## src/rtl/pcpi_muldiv.sv

```systemverilog
// PCPI co-processor for the M-extension multiply/divide group: a shift-add
// multiplier retiring MUL_BITS bits per cycle and an optional restoring divider.
module pcpi_muldiv #(
  parameter int XLEN       = 32,
  parameter int MUL_BITS   = 4,
  parameter int ENABLE_DIV = 1
) (
  input  logic            clk,
  input  logic            resetn,
  input  logic            pcpi_valid,
  input  logic [31:0]     pcpi_insn,
  input  logic [XLEN-1:0] pcpi_rs1,
  input  logic [XLEN-1:0] pcpi_rs2,
  output logic            pcpi_wr,
  output logic [XLEN-1:0] pcpi_rd,
  output logic            pcpi_wait,
  output logic            pcpi_ready
);
  localparam int MUL_STEPS = XLEN / MUL_BITS;
  localparam int CW        = $clog2(XLEN + 2);

  typedef enum logic [2:0] {
    S_IDLE = 3'd0,
    S_MUL  = 3'd1,
    S_DIV  = 3'd2,
    S_DONE = 3'd3,
    S_HOLD = 3'd4
  } state_t;

  state_t            r_state, w_next;
  logic [CW-1:0]     r_cnt;
  logic [1:0]        r_f3;
  logic [2*XLEN-1:0] r_acc, r_mcand, w_pp, w_acc_next, w_acc_init, w_mcand_init;
  logic [XLEN-1:0]   r_mplier, r_quot, r_rem, r_div, r_result;
  logic              r_neg_q, r_neg_r;
  logic              w_match, w_accept, w_rs1_signed, w_rs2_signed, w_div_signed;
  logic              w_unused_insn, w_ge;
  logic [XLEN-1:0]   w_mul_res, w_abs1, w_abs2, w_q_fix, w_r_fix;
  logic [XLEN:0]     w_shift, w_diff;

  assign w_match = (pcpi_insn[6:0] == 7'b0110011) && (pcpi_insn[31:25] == 7'b0000001) &&
                   (!pcpi_insn[14] || (ENABLE_DIV != 0));
  assign w_accept      = (r_state == S_IDLE) && pcpi_valid && w_match;
  assign w_unused_insn = ^{pcpi_insn[24:15], pcpi_insn[11:7]};
  assign w_rs1_signed  = (pcpi_insn[13:12] != 2'b11);
  assign w_rs2_signed  = !pcpi_insn[13];
  assign w_div_signed  = !pcpi_insn[12];

  // Only XLEN multiplier bits are iterated, so a negative signed rs2 is
  // compensated up front by pre-loading -(rs1 << XLEN) into the accumulator.
  assign w_acc_init   = (w_rs2_signed && pcpi_rs2[XLEN-1]) ?
                        ({(2*XLEN){1'b0}} - {pcpi_rs1, {XLEN{1'b0}}}) : {(2*XLEN){1'b0}};
  assign w_mcand_init = {{XLEN{w_rs1_signed & pcpi_rs1[XLEN-1]}}, pcpi_rs1};

  always_comb begin
    w_pp = {(2*XLEN){1'b0}};
    for (int j = 0; j < MUL_BITS; j++) begin
      w_pp = w_pp + ((r_mcand << j) & {(2*XLEN){r_mplier[j]}});
    end
  end

  assign w_acc_next = r_acc + w_pp;
  assign w_mul_res  = (r_f3 == 2'b00) ? w_acc_next[XLEN-1:0] : w_acc_next[2*XLEN-1:XLEN];

  assign w_abs1  = (w_div_signed && pcpi_rs1[XLEN-1]) ? ({XLEN{1'b0}} - pcpi_rs1) : pcpi_rs1;
  assign w_abs2  = (w_div_signed && pcpi_rs2[XLEN-1]) ? ({XLEN{1'b0}} - pcpi_rs2) : pcpi_rs2;
  assign w_shift = {r_rem, r_quot[XLEN-1]};
  assign w_ge    = (w_shift >= {1'b0, r_div});
  assign w_diff  = w_shift - {1'b0, r_div};
  assign w_q_fix = r_neg_q ? ({XLEN{1'b0}} - r_quot) : r_quot;
  assign w_r_fix = r_neg_r ? ({XLEN{1'b0}} - r_rem) : r_rem;

  always_ff @(posedge clk) begin
    if (!resetn) begin
      r_state <= S_IDLE;
    end else begin
      r_state <= w_next;
    end
  end

  always_comb begin
    w_next = r_state;
    case (r_state)
      S_IDLE: begin
        if (w_accept) begin
          w_next = pcpi_insn[14] ? S_DIV : S_MUL;
        end else begin
          w_next = S_IDLE;
        end
      end
      S_MUL, S_DIV: begin
        if (!pcpi_valid) begin
          w_next = S_IDLE;
        end else if (r_cnt == {CW{1'b0}}) begin
          w_next = S_DONE;
        end else begin
          w_next = r_state;
        end
      end
      S_DONE: w_next = S_HOLD;
      S_HOLD: begin
        if (!pcpi_valid) begin
          w_next = S_IDLE;
        end else begin
          w_next = S_HOLD;
        end
      end
      default: w_next = S_IDLE;
    endcase
  end

  always_comb begin
    pcpi_wait  = 1'b0;
    pcpi_ready = 1'b0;
    pcpi_wr    = 1'b0;
    pcpi_rd    = {XLEN{1'b0}};
    case (r_state)
      S_MUL, S_DIV: pcpi_wait = 1'b1;
      S_DONE: begin
        pcpi_ready = 1'b1;
        pcpi_wr    = 1'b1;
        pcpi_rd    = r_result;
      end
      default: pcpi_wait = 1'b0;
    endcase
  end

  // In DIV the counter's final zero step is the sign-fixup edge.
  always_ff @(posedge clk) begin
    if (!resetn) begin
      r_cnt    <= {CW{1'b0}};
      r_f3     <= 2'b00;
      r_acc    <= {(2*XLEN){1'b0}};
      r_mcand  <= {(2*XLEN){1'b0}};
      r_mplier <= {XLEN{1'b0}};
      r_quot   <= {XLEN{1'b0}};
      r_rem    <= {XLEN{1'b0}};
      r_div    <= {XLEN{1'b0}};
      r_result <= {XLEN{1'b0}};
      r_neg_q  <= 1'b0;
      r_neg_r  <= 1'b0;
    end else begin
      case (r_state)
        S_IDLE: begin
          if (w_accept) begin
            r_f3     <= pcpi_insn[13:12];
            r_cnt    <= pcpi_insn[14] ? CW'(XLEN) : CW'(MUL_STEPS - 1);
            r_acc    <= w_acc_init;
            r_mcand  <= w_mcand_init;
            r_mplier <= pcpi_rs2;
            r_quot   <= w_abs1;
            r_div    <= w_abs2;
            r_rem    <= {XLEN{1'b0}};
            r_neg_q  <= w_div_signed && (pcpi_rs1[XLEN-1] ^ pcpi_rs2[XLEN-1]) &&
                        (pcpi_rs2 != {XLEN{1'b0}});
            r_neg_r  <= w_div_signed && pcpi_rs1[XLEN-1];
          end
        end
        S_MUL: begin
          r_acc    <= w_acc_next;
          r_mcand  <= r_mcand << MUL_BITS;
          r_mplier <= r_mplier >> MUL_BITS;
          r_cnt    <= r_cnt - CW'(1);
          if (r_cnt == {CW{1'b0}}) begin
            r_result <= w_mul_res;
          end
        end
        S_DIV: begin
          if (r_cnt != {CW{1'b0}}) begin
            r_rem  <= w_ge ? w_diff[XLEN-1:0] : w_shift[XLEN-1:0];
            r_quot <= {r_quot[XLEN-2:0], w_ge};
            r_cnt  <= r_cnt - CW'(1);
          end else begin
            r_result <= r_f3[1] ? w_r_fix : w_q_fix;
          end
        end
        default: r_cnt <= r_cnt;
      endcase
    end
  end
endmodule

```

## config.mk

```make
export PLATFORM = sky130hd
export DESIGN_NAME = pcpi_muldiv
export DESIGN_NICKNAME = d
export VERILOG_FILES = /design/src/rtl/pcpi_muldiv.sv
export SDC_FILE = /design/constraint.sdc
export NUM_CORES = 2
export LEC_CHECK = 0
export CAP_MARGIN = 15
export CORE_ASPECT_RATIO = 1.4
export CORE_MARGIN = 3
export CORE_UTILIZATION = 35
export CTS_CLUSTER_DIAMETER = 100
export DETAILED_ROUTE_END_ITERATION = 10
export GPL_ROUTABILITY_DRIVEN = 0
export PLACE_DENSITY = 0.5
export SYNTH_ARGS = -nofsm -noshare
export SYNTH_HDL_FRONTEND = slang
export SYNTH_SLANG_ARGS = --single-unit
```

## constraint.sdc

```tcl
create_clock -name clk -period 5.1 [get_ports clk]
set_input_delay 0.765 -clock clk [delete_from_list [all_inputs] [get_ports clk]]
set_output_delay 0.765 -clock clk [all_outputs]
set_load 0.005 [all_outputs]
```

==> metrics.md <==
| Metric | Value |
|---|---|
| Sequential share of the synthesized area | 21.8% |
| VDD IR max | 0.000197 V |
| Initial Util | 35.4% |
| Synthesized instance count | 3,772 |
| Adder-cell area share of the yosys netlist | 17.9% |
| Synth Warn # | 0 |
| P&R area growth vs syn | 27.2% |
| Setup Viol. Count Final | 0 |
| Ports | 134 |
| Worst EP required | 5.62 ns |
| Die X | between 200 and 250 um |
| Non-Filler Instances | 5,158 |
| XOR/XNOR Fraction of Synth Area | 6.96% |
| Commonest non-fill, non-tap cells in the layout | nand2_1 (596), inv_1 (405), buf_4 (357) |
| Number of H-tree levels | 2 |
| Die Height | 339 um |
| Worst-case reg-to-reg path depth | 22 |
| Clk buf depth | 3 |
| Syn nets | 4,157 |
| Pre-CTS setup slack | -0.335 ns |
| Gr ovfl total | 0 |
| Synth top area share | 21.8% |
| Drt total wl | 116,000 um |
| Synthesized area per cell | 7.34 um^2 |
| Pin count of the biggest net entering global routing | 73 |
| Fin. max-slew vios | 0 |
| MaxCap Viol Count | 0 |
| Die area | 82,500 um^2 |
| Pin slew with the least headroom to its limit | 0.997 ns |
| Endpoints failing hold | 0 |
| Async SR Flop Fraction | 0% |
| Worst setup margin | 0.0362 ns |
| Simple-Gate Fraction of Synth Area | 22.5% |
| First-pass GRT wire length | 172,000 um |
| Vias in the first global route | 27,700 |
| DP HPWL | 87,700 um |
| Fill cell count | 8,095 |
| Met1 Resource Use GR | 32.1% |
| Proportion of synthesized area in mux cells | 0.990% |
| Layout cell share with drive strength beyond 1 | 17.7% |
| Worst Path Arrival | between 5 and 6 ns |
| Largest fanout on the critical path | 11 |
| RSZ-0062 raised after global routing | yes |
| Met3 Use GR | 2.96% |
| IO buf count | 118 |
| Placed insts | 5,050 |
| Kind of path behind the tightest hold check | reg2reg |
| CTS tree | done |
| Commonest non-fill, non-tap cell in the layout | nand2_1 |
| Post-route core utilization | 45.1% |
| Drt first pass iters | 5 |
| Detail Route Antenna Nets | 0 |
| Relative slew slack | about 33% |
| Hold WS | 0.430 ns |
| Row count | 121 |
| EDFF count, synth | 0 |
| Status | completed |
| Iteration-0 DRC Markers | 2,105 |
| DR vias/cell | 5.46 |
| CP Launch Type | flop |
| Setup CP Type | reg2reg |
| Worst skew pair latency | 0.61 ns |
| Worst Setup SP | r_mplier[0]$_SDFFE_PN0P_ |
| Setup TNS | 0 ns |
| Vias after detailed routing | about 28,000 |
| Flip-flop and latch count after synthesis | approximately 300 |
| Crit Reg-Reg Endpoint | r_result[28]$_SDFFE_PN0P_ |
| Nets | 4,471 |
| Largest family of logic cells by synthesized area | simple AND/OR/NAND/NOR gates |
| Mapped Area | 27,700 um^2 |
| Root Buffer Master | clkbuf_16 |
| Leak | 14.7 nW |
| Pwr dens | 157 nW/um^2 |
| Total GRT Usage | 27.1% |
| Clk slew on worst S/H paths | 0.06 ns |
| Main synth FF type | dfxtp_1 |
| Yosys top cell by area | dfxtp_1 |
| Initial antenna violation count | 2 |
| Multi-input logic area | 20,400 um^2 |
| FF+latch area | 6040 um^2 |
| # hold bufs at CTS | 0 |
| Crit end category | flop |
| Clock sink total | between 300 and 400 |
| Max frequency | 197 MHz |
| DRC Markers | 0 |
| Core area | 78,100 um^2 |
| Number of CTS-inserted buffers | 39 |
| R2r setup slk | 0.04 ns |
| Top cells by area, synth | dfxtp_1 (22%), fa_1 (13%), nand2_1 (8.4%), inv_1 (6.1%), ha_1 (4.6%) |
| Hold path depth | 2 |
| Final period utilization | 99.3% |
| GR Util met2 | 47.2% |
| Final Skew | 0.0330 ns |
| GR peak layer | met2 |
| Routed len/inst | 22.5 um |
| Worst Setup EP | r_result[28]$_SDFFE_PN0P_ |
| Origin of the critical flop-to-flop path | r_mplier[0]$_SDFFE_PN0P_ |
| Post-synth cell types | 78 |
| Synth Area in Compound Gates | 20.4% |
| Crit path time final | just over 5 ns |
final cells by class:
cell class                 instances  area share [%]
antenna                            2          0.0142
clock buffer                      55            3.11
clock inverter                    11           0.451
inverter                         450            4.82
multi-input combinational       2781            58.1
sequential                       301            17.1
tap                             1045            3.71
timing repair buffer             513            12.7
flip-flops by register name (all words and copies together), names as in the netlist:
| signal | flops |
|---|---|
| r_result | 32 |
| r_neg_r | 1 |
| r_div | 32 |
| r_neg_q | 1 |
| r_quot | 32 |
| r_acc | 64 |
| r_state | 3 |
| r_rem | 32 |
| r_cnt | 6 |
| r_mcand | 64 |
| r_f3 | 2 |
| r_mplier | 32 |
Yosys cell counts, drive strengths merged, types with 4 or more instances:
| master | instances |
|---|---|
| dfxtp | 301 |
| nand3b | 6 |
| or3 | 36 |
| o21a | 13 |
| a31oi | 64 |
| xor2 | 96 |
| mux2i | 24 |
| a311oi | 64 |
| o211ai | 23 |
| or3b | 4 |
| nor3 | 52 |
| and3 | 10 |
| nand3 | 87 |
| nand2b | 17 |
| nand4 | 36 |
| a21oi | 229 |
| o21bai | 25 |
| o41ai | 11 |
| clkbuf | 229 |
| inv | 448 |
| a221oi | 20 |
| o31ai | 38 |
| o21ai | 196 |
| a41oi | 4 |
| nand2 | 618 |
| nor3b | 5 |
| o221ai | 15 |
| nor2 | 300 |
| or2 | 14 |
| ha | 101 |
| a21boi | 5 |
| a211oi | 55 |
| or4 | 13 |
| fa | 185 |
| xnor2 | 124 |
| o22ai | 11 |
| a22oi | 31 |
| a32oi | 8 |
| nor2b | 17 |
| and2 | 118 |
| nor4 | 28 |
| a21o | 37 |
| buf | 11 |
repair_timing:
| action | CTS | global route |
|---|---|---|
| setup buffers | 9 | 32 |
| setup endpoints to repair | 53 | 70 |
| gates cloned | 3 | 3 |
| gates resized for setup | 98 | 240 |
| pin swaps | 30 | 155 |
| endpoints found under the hold margin | 0 | 0 |
power by group:
part           total (mW)  internal, mW  switching [mW]
clock                2.87          1.61            1.26
sequential           2.35          2.35       0.0000735
combinational       0.312         0.118           0.194
critical path: stages, from the launching register on:
cell and delay, ns:
dfxtp_4 0.42, buf_12 0.14, buf_16 0.14, buf_12 0.14, nand2_1 0.07, fa_1 0.52
inv_1 0.06, fa_1 0.55, inv_2 0.06, fa_1 0.53, inv_1 0.07, ha_4 0.31
nand2_2 0.10, or3_4 0.43, o21a_1 0.21, o21a_1 0.21, a31oi_1 0.17, buf_4 0.19
a31oi_4 0.09, xnor2_1 0.18, buf_4 0.16, a21oi_2 0.05, nor3_1 0.17
worst min-delay path by stage:
stage | start | endpoint
global placement | r_result[10]$_SDFFE_PN0P_ | r_result[10]$_SDFFE_PN0P_
detailed placement | r_result[10]$_SDFFE_PN0P_ | r_result[10]$_SDFFE_PN0P_
finish | r_result[10]$_SDFFE_PN0P_ | r_result[10]$_SDFFE_PN0P_
global route | r_result[6]$_SDFFE_PN0P_ | r_result[6]$_SDFFE_PN0P_
floorplan | r_result[10]$_SDFFE_PN0P_ | r_result[10]$_SDFFE_PN0P_
CTS | r_result[12]$_SDFFE_PN0P_ | r_result[12]$_SDFFE_PN0P_
through the flow:
step	total power, mW	instance area (um^2)
after detailed placement	2.71	32100
final	5.53	35200
after global placement	2.71	32100
after global routing	5.68	35200
after CTS	5.59	34000
after floorplan	2.52	27700
cell families after synthesis:
| family | count (synthesis) |
|---|---|
| fa+ha+maj | 286 |
| mux | 27 |
| simple gates | 1374 |
| buf+inv | 690 |
| compound gates | 874 |
| xor+xnor | 220 |
| flops | 301 |
routing by layer:
layer,share of wire (%),wire [um]
met1,40,46100
met2,49,56700
met3,4.5,5170
met4,7.1,8210
met5,0,0
Note: power is estimated with default switching activity, not from simulation.
